$ cat config.mk
export PLATFORM = sky130hd
export DESIGN_NAME = exec_div_unit
export DESIGN_NICKNAME = d
export VERILOG_FILES = /design/src/rtl/exec_div_unit.sv
export SDC_FILE = /design/constraint.sdc
export NUM_CORES = 1
export LEC_CHECK = 0
export ABC_AREA = 1
export CELL_PAD_IN_SITES_DETAIL_PLACEMENT = 1
export CELL_PAD_IN_SITES_GLOBAL_PLACEMENT = 1
export CORE_ASPECT_RATIO = 1.1
export CORE_MARGIN = 2
export CORE_UTILIZATION = 45
export DETAILED_ROUTE_END_ITERATION = 7
export PLACE_DENSITY = 0.95
export RECOVER_POWER = 100
export SYNTH_ARGS = -nofsm -noshare
export SYNTH_HDL_FRONTEND = slang
export SYNTH_SLANG_ARGS = --single-unit
$ cat constraint.sdc
create_clock -name clk -period 7.9 [get_ports clk]
set_input_delay 1.58 -clock clk [delete_from_list [all_inputs] [get_ports clk]]
set_output_delay 1.58 -clock clk [all_outputs]
set_load 0.05 [all_outputs]
$ cat src/rtl/exec_div_unit.sv
// exec_div_unit: iterative radix-2 restoring divider for the RV64M execute stage.
// It handles DIV/DIVU/REM/REMU and their 32-bit W forms, with RISC-V results for
// divide-by-zero and signed overflow. Operations arrive through an in_valid/in_ready
// handshake. The tagged result leaves through an out_valid/out_ready handshake.
module exec_div_unit #(
    parameter int XLEN  = 64,
    parameter int TAG_W = 5
) (
    input  logic             clk,
    input  logic             rst,
    input  logic             flush,
    input  logic             in_valid,
    output logic             in_ready,
    input  logic [1:0]       in_op,
    input  logic             in_is_w,
    input  logic [XLEN-1:0]  in_a,
    input  logic [XLEN-1:0]  in_b,
    input  logic [TAG_W-1:0] in_tag,
    output logic             out_valid,
    input  logic             out_ready,
    output logic [XLEN-1:0]  out_data,
    output logic [TAG_W-1:0] out_tag
);

    typedef enum logic [2:0] {
        S_IDLE,
        S_PREP,
        S_ITER,
        S_FIXUP,
        S_DONE
    } state_t;

    state_t            r_state;
    state_t            w_next;

    logic [1:0]        r_op;
    logic              r_is_w;
    logic [TAG_W-1:0]  r_tag;
    logic [XLEN-1:0]   r_a;
    logic [XLEN-1:0]   r_b;
    logic [XLEN-1:0]   r_rem;
    logic [XLEN-1:0]   r_quot;
    logic [XLEN-1:0]   r_div;
    logic [5:0]        r_cnt;
    logic              r_neg_q;
    logic              r_neg_r;
    logic              r_fix_wait;
    logic [XLEN-1:0]   r_out_data;
    logic [TAG_W-1:0]  r_out_tag;

    logic              w_accept;
    logic              w_signed;
    logic              w_sa;
    logic              w_sb;
    logic [31:0]       w_a_lo_neg;
    logic [31:0]       w_b_lo_neg;
    logic [XLEN-1:0]   w_a_neg;
    logic [XLEN-1:0]   w_b_neg;
    logic [XLEN-1:0]   w_a_ext;
    logic [XLEN-1:0]   w_a_mag;
    logic [XLEN-1:0]   w_b_mag;
    logic              w_div_zero;
    logic              w_ovf;
    logic              w_shortcut;
    logic [XLEN:0]     w_shift;
    logic [XLEN+1:0]   w_trial;
    logic              w_fits;
    logic [XLEN-1:0]   w_q_fix;
    logic [XLEN-1:0]   w_r_fix;
    logic [XLEN-1:0]   w_sel;
    logic [XLEN-1:0]   w_result;

    // Operand preparation from the latched operands: signs, magnitudes and special cases
    always_comb begin
        w_signed   = ~r_op[0];
        w_sa       = w_signed & (r_is_w ? r_a[31] : r_a[XLEN-1]);
        w_sb       = w_signed & (r_is_w ? r_b[31] : r_b[XLEN-1]);
        w_a_lo_neg = '0 - r_a[31:0];
        w_b_lo_neg = '0 - r_b[31:0];
        w_a_neg    = '0 - r_a;
        w_b_neg    = '0 - r_b;
        w_a_ext    = r_is_w ? {32'h0, r_a[31:0]} : r_a;
        w_a_mag    = r_is_w ? {32'h0, (w_sa ? w_a_lo_neg : r_a[31:0])}
                            : (w_sa ? w_a_neg : r_a);
        w_b_mag    = r_is_w ? {32'h0, (w_sb ? w_b_lo_neg : r_b[31:0])}
                            : (w_sb ? w_b_neg : r_b);
        w_div_zero = r_is_w ? (r_b[31:0] == 32'h0) : (r_b == '0);
        w_ovf      = w_signed &
                     (r_is_w ? ((r_a[31:0] == 32'h8000_0000) && (r_b[31:0] == 32'hFFFF_FFFF))
                             : ((r_a == {1'b1, {(XLEN-1){1'b0}}}) && (r_b == '1)));
        w_shortcut = w_div_zero | w_ovf;
    end

    // One restoring step: shift {rem,quot} left, trial-subtract the divisor magnitude
    always_comb begin
        w_shift = {r_rem, r_quot[XLEN-1]};
        w_trial = {1'b0, w_shift} - {2'b00, r_div};
        // A non-negative difference is always below the divisor, so bit XLEN is clear too
        w_fits  = ~w_trial[XLEN+1] & ~w_trial[XLEN];
    end

    // Sign correction, quotient/remainder select and W-form sign extension
    always_comb begin
        w_q_fix  = r_neg_q ? ('0 - r_quot) : r_quot;
        w_r_fix  = r_neg_r ? ('0 - r_rem) : r_rem;
        w_sel    = r_op[1] ? w_r_fix : w_q_fix;
        w_result = r_is_w ? {{(XLEN-32){w_sel[31]}}, w_sel[31:0]} : w_sel;
    end

    // State register
    always_ff @(posedge clk) begin
        if (rst) begin
            r_state <= S_IDLE;
        end else begin
            r_state <= w_next;
        end
    end

    // Next-state and handshake outputs; flush returns to IDLE from any state
    always_comb begin
        w_next    = r_state;
        in_ready  = 1'b0;
        out_valid = 1'b0;
        w_accept  = 1'b0;
        case (r_state)
            S_IDLE: begin
                in_ready = 1'b1;
                w_accept = in_valid & ~flush;
                if (w_accept) begin
                    w_next = S_PREP;
                end
            end
            S_PREP: begin
                w_next = w_shortcut ? S_FIXUP : S_ITER;
            end
            S_ITER: begin
                if (r_cnt == 6'd0) begin
                    w_next = S_FIXUP;
                end
            end
            S_FIXUP: begin
                if (!r_fix_wait) begin
                    w_next = S_DONE;
                end
            end
            S_DONE: begin
                out_valid = 1'b1;
                if (out_ready) begin
                    w_next = S_IDLE;
                end
            end
            default: w_next = S_IDLE;
        endcase
        if (flush) begin
            w_next = S_IDLE;
        end
    end

    // Datapath: operand capture, preparation, iteration and result registration
    always_ff @(posedge clk) begin
        if (rst) begin
            r_op       <= '0;
            r_is_w     <= 1'b0;
            r_tag      <= '0;
            r_a        <= '0;
            r_b        <= '0;
            r_rem      <= '0;
            r_quot     <= '0;
            r_div      <= '0;
            r_cnt      <= '0;
            r_neg_q    <= 1'b0;
            r_neg_r    <= 1'b0;
            r_fix_wait <= 1'b0;
            r_out_data <= '0;
            r_out_tag  <= '0;
        end else begin
            case (r_state)
                S_IDLE: begin
                    if (w_accept) begin
                        r_op   <= in_op;
                        r_is_w <= in_is_w;
                        r_tag  <= in_tag;
                        r_a    <= in_a;
                        r_b    <= in_b;
                    end
                end
                S_PREP: begin
                    // Shortcut results are final as loaded. They wait one extra cycle in
                    // FIXUP, so their accept-to-valid latency stays 3 cycles.
                    if (w_div_zero) begin
                        r_quot     <= '1;
                        r_rem      <= w_a_ext;
                        r_neg_q    <= 1'b0;
                        r_neg_r    <= 1'b0;
                        r_fix_wait <= 1'b1;
                    end else if (w_ovf) begin
                        r_quot     <= w_a_ext;
                        r_rem      <= '0;
                        r_neg_q    <= 1'b0;
                        r_neg_r    <= 1'b0;
                        r_fix_wait <= 1'b1;
                    end else begin
                        r_rem      <= '0;
                        // W dividends sit in the upper half, so the 32 shifts consume them
                        r_quot     <= r_is_w ? {w_a_mag[31:0], 32'h0} : w_a_mag;
                        r_div      <= w_b_mag;
                        r_cnt      <= r_is_w ? 6'd31 : 6'd63;
                        r_neg_q    <= w_sa ^ w_sb;
                        r_neg_r    <= w_sa;
                        r_fix_wait <= 1'b0;
                    end
                end
                S_ITER: begin
                    r_rem  <= w_fits ? w_trial[XLEN-1:0] : w_shift[XLEN-1:0];
                    r_quot <= {r_quot[XLEN-2:0], w_fits};
                    r_cnt  <= r_cnt - 6'd1;
                end
                S_FIXUP: begin
                    if (r_fix_wait) begin
                        r_fix_wait <= 1'b0;
                    end else begin
                        r_out_data <= w_result;
                        r_out_tag  <= r_tag;
                    end
                end
                default: begin
                end
            endcase
        end
    end

    assign out_data = r_out_data;
    assign out_tag  = r_out_tag;

endmodule

# Word level (Yosys, flattened, before mapping)
# Cells that the tools add are included.
# Widths: inputs -> output; s select.
# totals
ff_bits	409
latch_bits	0
ramBits	0
rom_bits	0
input_bits	141
output_inout_bits	71
word_cells	107
mem_count	0
# op_classes
addsub	8
multipliers	0
div_mod_pow	0
order_cmp	0
eq_ne	14
shifts	0
n_mux	42
bitwise_logic	14
n_reduce_logical	14
# ops
cell	count
$mux 64	14
$pmux 64 s2	2
$sub 1x64->64 const A	4
$eq 64x64->1 const B	2
$sub 65x64->66	1
$eq 32x32->1 const B	2
$logic_not 64->1	1
$mux 32	2
$sub 1x32->32 const A	2
$logic_not 32->1	1
$mux 6	3
$pmux 3 s5	1
$mux 1	14
$mux 3	4
$ne 2x2->1 const B	6
$pmux 6 s2	1
$not 1->1	7
$eq 3x2->1 const B	2
$logic_not 6->1	1
$reduce_and 3->1	2
$sub 6x1->6 const B	1
$and 1x1->1	5
$reduce_and 2->1	2
$reduce_and 4->1	1
9 further kinds	11

# Longest topological paths before layout
# Gate-level depths: netlist (run 1).
# logic_depth
depth_word	8
mapped_depth	22
mapped_depth_nobuf	21

# Worst setup path before layout (run 1)
# Ideal clock, no wire load.
# synth_timing
kind	reg2out
startpoint	register r_state[2]
endpoint	output port out_valid
arrival_ns	1.431
required_time_ns	6.320
setup_slack_ns	4.889
path_stages_with_launch	3
n_path_buf	0
cell_sequence	dfxtp_1 > inv_1 > nor3_1
# synth_between
elab_chain_len	2
# synth_rtl
element	line	rtl
start: declaration	33	state_t r_state;
start signal: assignment	115	r_state <= w_next;
$eq 3x3->1	125	case (r_state)
$mux 1	125	
end: declaration	19	output logic out_valid,
# No other way between the ends.

# Worst setup path in the final report (run 1)
# layout_timing
startpoint	register r_state[0]
endpoint	register r_state[0]
# layout_between
elab_chain_len	3
word_cells_on_any_way	11
cone_classes	eq/ne: 8; mux: 1; reduce/logical: 2
# layout_rtl
element	line
$eq 3x2->1 (tied with other cells)	125
$ne 2x2->1 (no source line)	n/a
$reduce_and 4->1 (no source line)	n/a
# Parallel ways exist; a longest one is shown, timed or not.
# A chain may end at the register's enable or synchronous reset.

==> results of run 1 <==
through the flow:
step | util | instance area, um^2 | power (mW)
final | 0.5130 | 35330 | 7.403
after CTS | 0.5142 | 35410 | 7.281
after floorplan | - | 31210 | 3.910
after detailed placement | 0.4895 | 33710 | 4.834
after global routing | 0.5130 | 35330 | 7.656
after global placement | 0.4895 | 33710 | 4.796
tightest hold or removal path, delay by kind of cell (launching register included):
| kind | cells | cell delay (ns) |
|---|---|---|
| compound gates | 1 | 0.06 |
| flops | 1 | 0.30 |
| buf+inv | 1 | 0.07 |
state kept, by name, summed over array words and instances, names as in the netlist:
| name | count |
|---|---|
| out_tag | 5 |
| r_cnt | 6 |
| r_neg_r | 1 |
| r_quot | 64 |
| r_div | 64 |
| r_op | 2 |
| r_a | 64 |
| r_b | 64 |
| r_tag | 5 |
| r_fix_wait | 1 |
| r_rem | 64 |
| out_data | 64 |
| r_is_w | 1 |
| r_state | 3 |
| r_neg_q | 1 |
per-layer routing:
metal	up-vias	wire, um	track usage
li1	17537	-	-
met1	18790	67260	0.5942
met5	-	81	0
met3	503	18850	0.1192
met2	2154	72230	0.6982
met4	12	11910	0.2767
cell usage in the layout, fill, tap and decap left out, drive strengths merged, types with 24 or more instances in the layout:
cell,instances
clkbuf,69
nand2,1177
o21ai,499
a21oi,585
nand3,341
clkinv,36
nand4,137
a31oi,31
o22ai,29
nor2,668
dlygate4sd3,72
clkdlybuf4s50,138
ha,71
o221ai,41
o211ai,43
buf,24
nor3,88
inv,657
dfxtp,409
xor2,106
power by group through the flow:
stage,combinational [mW],sequential (mW),clock (mW)
after floorplan,1.65,2.26,0
after global placement,2.48,2.32,0
after detailed placement,2.51,2.32,0
after CTS,2.54,2.28,2.46
after global routing,2.82,2.29,2.54
final,2.65,2.29,2.47
logic make-up after synthesis:
group	count (synthesis)
buf+inv	924
flops	409
simple gates	2468
compound gates	1294
xor+xnor	121
fa+ha+maj	72
cell type report:
type                    count  area [um^2]
repair buffers            242         2312
clock inverters            27        337.8
well taps                 927         1160
inverters                 679         2561
flip-flops and latches    409         8190
clock buffers              61         1361
fillers                  9648        33540
multi-input cells        3955        19410
how the worst max path moves through the flow:
stage	start	end	slack, ns
5_1_grt	in_valid	r_op[0]	1.53
2_1_floorplan	r_state[2]	out_valid	4.89
4_1_cts	r_quot[63]	r_rem[62]	3.25
3_3_place_gp	r_is_w	r_quot[63]	3.40
3_5_place_dp	r_quot[63]	r_rem[62]	3.27
6_report	r_state[0]	r_state[0]	1.76
==> impl_metrics.toml, run 1 <==
[synth]
syn-num-nets = 5501
seq_area_frac_synth = 0.2623
synthMuxAreaShare = 0
synth_common_cells = "1,170 x nand2_1, 651 x nor2_1, 643 x inv_1"
ys_warn_count = 0
yosys.area_share.simple = 0.3348
synth_area_um2 = 31210
synth_edf_count = 0
yosysUniqueCellTypes = 54
synth_top_area_frac = 0.2623
synth_compound_area_frac = 0.2243
synth_top_cell_by_area = "dfxtp_1"
synthAdderAreaFrac = 0.02910
synth_xor_area_frac = 0.03395
synth_top_family_by_area = "simple AND/OR/NAND/NOR gates"
synth-seq-cells = 409
netlist_instances = 5288
yosys.cell_count.top_type = "nand2_1"
synth_ff_type = "dfxtp_1"
synthArstFlopShare = 0
synth.avg_cell_area_um2 = 5.903
yosys-top-cells-area = "dfxtp_1 26%, nand2_1 14%, a21oi_1 9.3%, nor2_1 7.8%, o21ai_0 7.7%"

[cells_and_area]
layout-drive-gt1-share = 0.03331
instances_no_fill = 6300
num_antenna_cells = 0
nNetsFinal = 5548
area_delta_synth_final_pct = 13.18

[min_path]
holdPathStages = 2
min_from = "r_div[46]"
min_path_type = "register to register"
whs_endpoint = "r_div[46]"

[global_route]
antenna_found_initial = 7
grt_pass1_vias = 37928
grtUsageTotal = 0.4640
grt_pass1_wl_um = 246500
grt_max_degree = 141
overflow = 0

[sta]
rsz0062_at_grt = "false"
finClkSkew_ns = 0.02515
tightest_slew_ns = 4.028
slew_headroom = -1.686
setup_slack_ns = 1.765
fin_crit_sh = 0.7766
slew_viol_final = 570
timing.setup.tns_ns = 0
fmax_mhz = 163.0
setup_violations = 0
hold_ws_ns = 0.4796
min_period_ns = 6.136
hold_viol_final = 0

[pwr]
p_leak_nw = 16.17
combPwrFrac = 0.358
internal-power_mw = 4.283
p_per_area_nw_per_um2 = 209.6
peakVddDrop_mv = 0.1638
p_seq_frac = 0.309
p_switching_mw = 3.121
sw_frac_of_total = 0.4215
p_clk_frac = 0.333

[floorplanning]
die_y_um = 280.2
die_w_um = 255.1
io_pins = 212
rows = 101
floorplan.die_area_um2 = 71490
core_um2 = 68870
start_util = 0.4532

[clock_network]
htreeDepth = 2
cts_root_buffer = "clkbuf_16"
clk_latency_ns = 0.64
cts_tree = "built"
cts_resized = 0
post-cts-setup-buffers = 0
cts.sink_count = 409
clk_path_buf_depth = 3
cts_made_buffers = 48
clkSlewWorstSetupHoldPaths_ns = 0.06
holdBufCountCts = 0

[worst_setup_path]
critical_path.startpoint_type = "register"
critPathKind = "register to register"
ff2ff_path_depth = 9
r2r_start = "r_state[0]"
crit_fanout = 69
cp.buffers_inverters = 2
cp_cell_sequence = "nor2_1 -> nand2_1 -> clkinv_2 -> clkbuf_1 -> o21ai_0 -> o2111ai_1 -> nor2_1 -> nand2_1 -> a21oi_1"
crit_family = "buffers and inverters"
cp.depth = 9
arrival_ns = 6.66
worstSetupEndpointType = "register"
max_stage_delay_ns = 2.82
required_ns = 8.42
slowest_stage = "clkbuf_1"
ff2ff_setup_slack_ns = 1.76
r2r-end = "r_state[0]"

[place]
port_buffers = 211
dp.cells = 6212
gp_congestion = 1.127
dp_hpwl_um = 133900
dp_slack_ns = 3.269

[route]
viasPerCell = 6.190
drt-pass1-iter-count = 7
drc = 0
first_iter_violations = 4621
wire_per_inst_um = 27.04
vias = 38996
antenna_left = 0
drt-total-wl_um = 170300

[run]
maxCapViolCount = 11

[outcome]
outcome = "complete, but fails checks"
failed_checks = "max-capacitance violations, max-slew violations"
(Power assumes the default switching activity.)
==> run 2, diff against run 1 <==
--- a/config.mk
+++ b/config.mk
@@ -10,9 +10,9 @@
 export CELL_PAD_IN_SITES_GLOBAL_PLACEMENT = 1
 export CORE_ASPECT_RATIO = 1.1
 export CORE_MARGIN = 2
-export CORE_UTILIZATION = 45
+export CORE_UTILIZATION = 38
 export DETAILED_ROUTE_END_ITERATION = 7
-export PLACE_DENSITY = 0.95
+export PLACE_DENSITY = 0.9
 export RECOVER_POWER = 100
 export SYNTH_ARGS = -nofsm -noshare
 export SYNTH_HDL_FRONTEND = slang
==> constraint.sdc (replaced) <==
create_clock -name clk -period 5 [get_ports clk]
set_input_delay 1 -clock clk [delete_from_list [all_inputs] [get_ports clk]]
set_output_delay 1 -clock clk [all_outputs]
set_load 0.05 [all_outputs]
==> impl_metrics.toml, run 2 (synthesized netlist as in run 1, its figures left out) <==
[sta]
tightest_slew_ns = 2.806
hold_viol_final = 0
hold_ws_ns = 0.4729
slew_headroom = -0.8904
timing.setup.tns_ns = 0
fin_crit_sh = 0.8807
fmax_mhz = 227.1
rsz0062_at_grt = "false"
slew_viol_final = 189
setup_violations = 0
min_period_ns = 4.403
finClkSkew_ns = 0.02913

[cells_and_area]
final_core_util = 0.4374
layout-drive-gt1-share = 0.03527
fin_area_um2 = 35700
mostFrequentLayoutCells = "1,171 x nand2_1, 652 x nor2_1, 641 x inv_1"
final_common_cell = "nand2_1"
fill_cells = 11140
nNetsFinal = 5561
area_delta_synth_final_pct = 14.37

[place]
dp_hpwl_um = 132000
port_buffers = 211
dpl_cell_area_um2 = 34050
gp_congestion = 1.101

[global_route]
grt_pass1_vias = 37458
grt_pass1_wl_um = 240700
grt_max_degree = 126
grtUsageTotal = 0.3763
antenna_found_initial = 4
overflow = 0

[pwr]
p_total_mw = 11.82
p_leak_nw = 16.28
peakVddDrop_mv = 0.2593
p_per_area_nw_per_um2 = 331.1

[worst_setup_path]
required_ns = 5.48
ff2ff_path_depth = 9
ff2ff_setup_slack_ns = 0.60
startpoint = "r_state[1]"
worstSetupEndpointType = "register"
critPathKind = "register to register"
crit_end = "out_data[39]"
r2r_start = "r_state[1]"
crit_fanout = 32
r2r-end = "out_data[39]"
arrival_ns = 4.88
critical_path.startpoint_type = "register"

[floorplanning]
start_util = 0.3825
die_w_um = 277.3
io_pins = 212
die_y_um = 304.6
core_um2 = 81620
rows = 110
floorplan.die_area_um2 = 84460

[route]
drt-total-wl_um = 164600
antenna_left = 0
viasPerCell = 5.969
wire_per_inst_um = 25.50
drt-pass1-iter-count = 5
drc = 0
first_iter_violations = 4035
vias = 38514

[clock_network]
holdBufCountCts = 0
cts_resized = 0
cts.sink_count = 409
clk_latency_ns = 0.65
cts_tree = "built"
htreeDepth = 2
post-cts-setup-buffers = 0
clkSlewWorstSetupHoldPaths_ns = 0.07
cts_made_buffers = 48
clk_path_buf_depth = 3
cts_root_buffer = "clkbuf_16"

[min_path]
min_path_type = "register to register"

[run]
maxCapViolCount = 6

[outcome]
failed_checks = "max-capacitance violations, max-slew violations"
outcome = "complete, but fails checks"
## run 2: how the worst min path moves through the flow
stage	slack (ns)	start	cells past startpoint	endpoint
2_1_floorplan	0.43	r_div[10]	2	r_div[10]
3_3_place_gp	0.45	r_div[46]	2	r_div[46]
3_5_place_dp	0.47	r_div[55]	2	r_div[55]
4_1_cts	0.48	r_div[55]	2	r_div[55]
6_report	0.47	r_div[13]	2	r_div[13]
5_1_grt	0.49	r_div[46]	2	r_div[46]
## run 2: stage by stage
step | instances | setup WS [ns]
after detailed placement | 6362 | 0.9083
after floorplan | 5288 | 2.417
after global routing | 6451 | 0.2871
after global placement | 6362 | 1.024
final | 6452 | 0.5966
after CTS | 6451 | 0.8931
## run 2: area by class of cell
type / count / area, um^2 / share of cell area
Sequential cell: 409 / 8192 / 0.2294
Multi-Input combinational cell: 3955 / 19400 / 0.5435
Timing Repair Buffer: 255 / 2432 / 0.06813
Inverter: 679 / 2560 / 0.07170
Tap cell: 1064 / 1331 / 0.03729
Clock inverter: 31 / 491.7 / 0.01377
Antenna cell: 1 / 2.502 / 0.00007009
Clock buffer: 58 / 1289 / 0.03610
## run 2: power breakdown
part	internal, mW	switching (mW)
registers	3.41	0.184
clock network	2.38	1.69
logic	1.12	3.03
## run 2: per-layer routing
metal	vias up	GRT usage	share of wire
met5	-	0	0.00024
met2	1898	0.5841	0.43
met3	493	0.07091	0.090
li1	17579	-	-
met4	6	0.2157	0.069
met1	18538	0.4876	0.41
## run 2: critical path, cell delays in order (launching register included)
cell	delay (ns)
dfxtp_1	0.48
inv_1	0.10
nor2_1	0.12
inv_1	0.07
nor2_1	1.55
inv_1	0.11
clkbuf_1	0.48
a21oi_1	0.43
clkbuf_2	0.65
a21oi_1	0.21
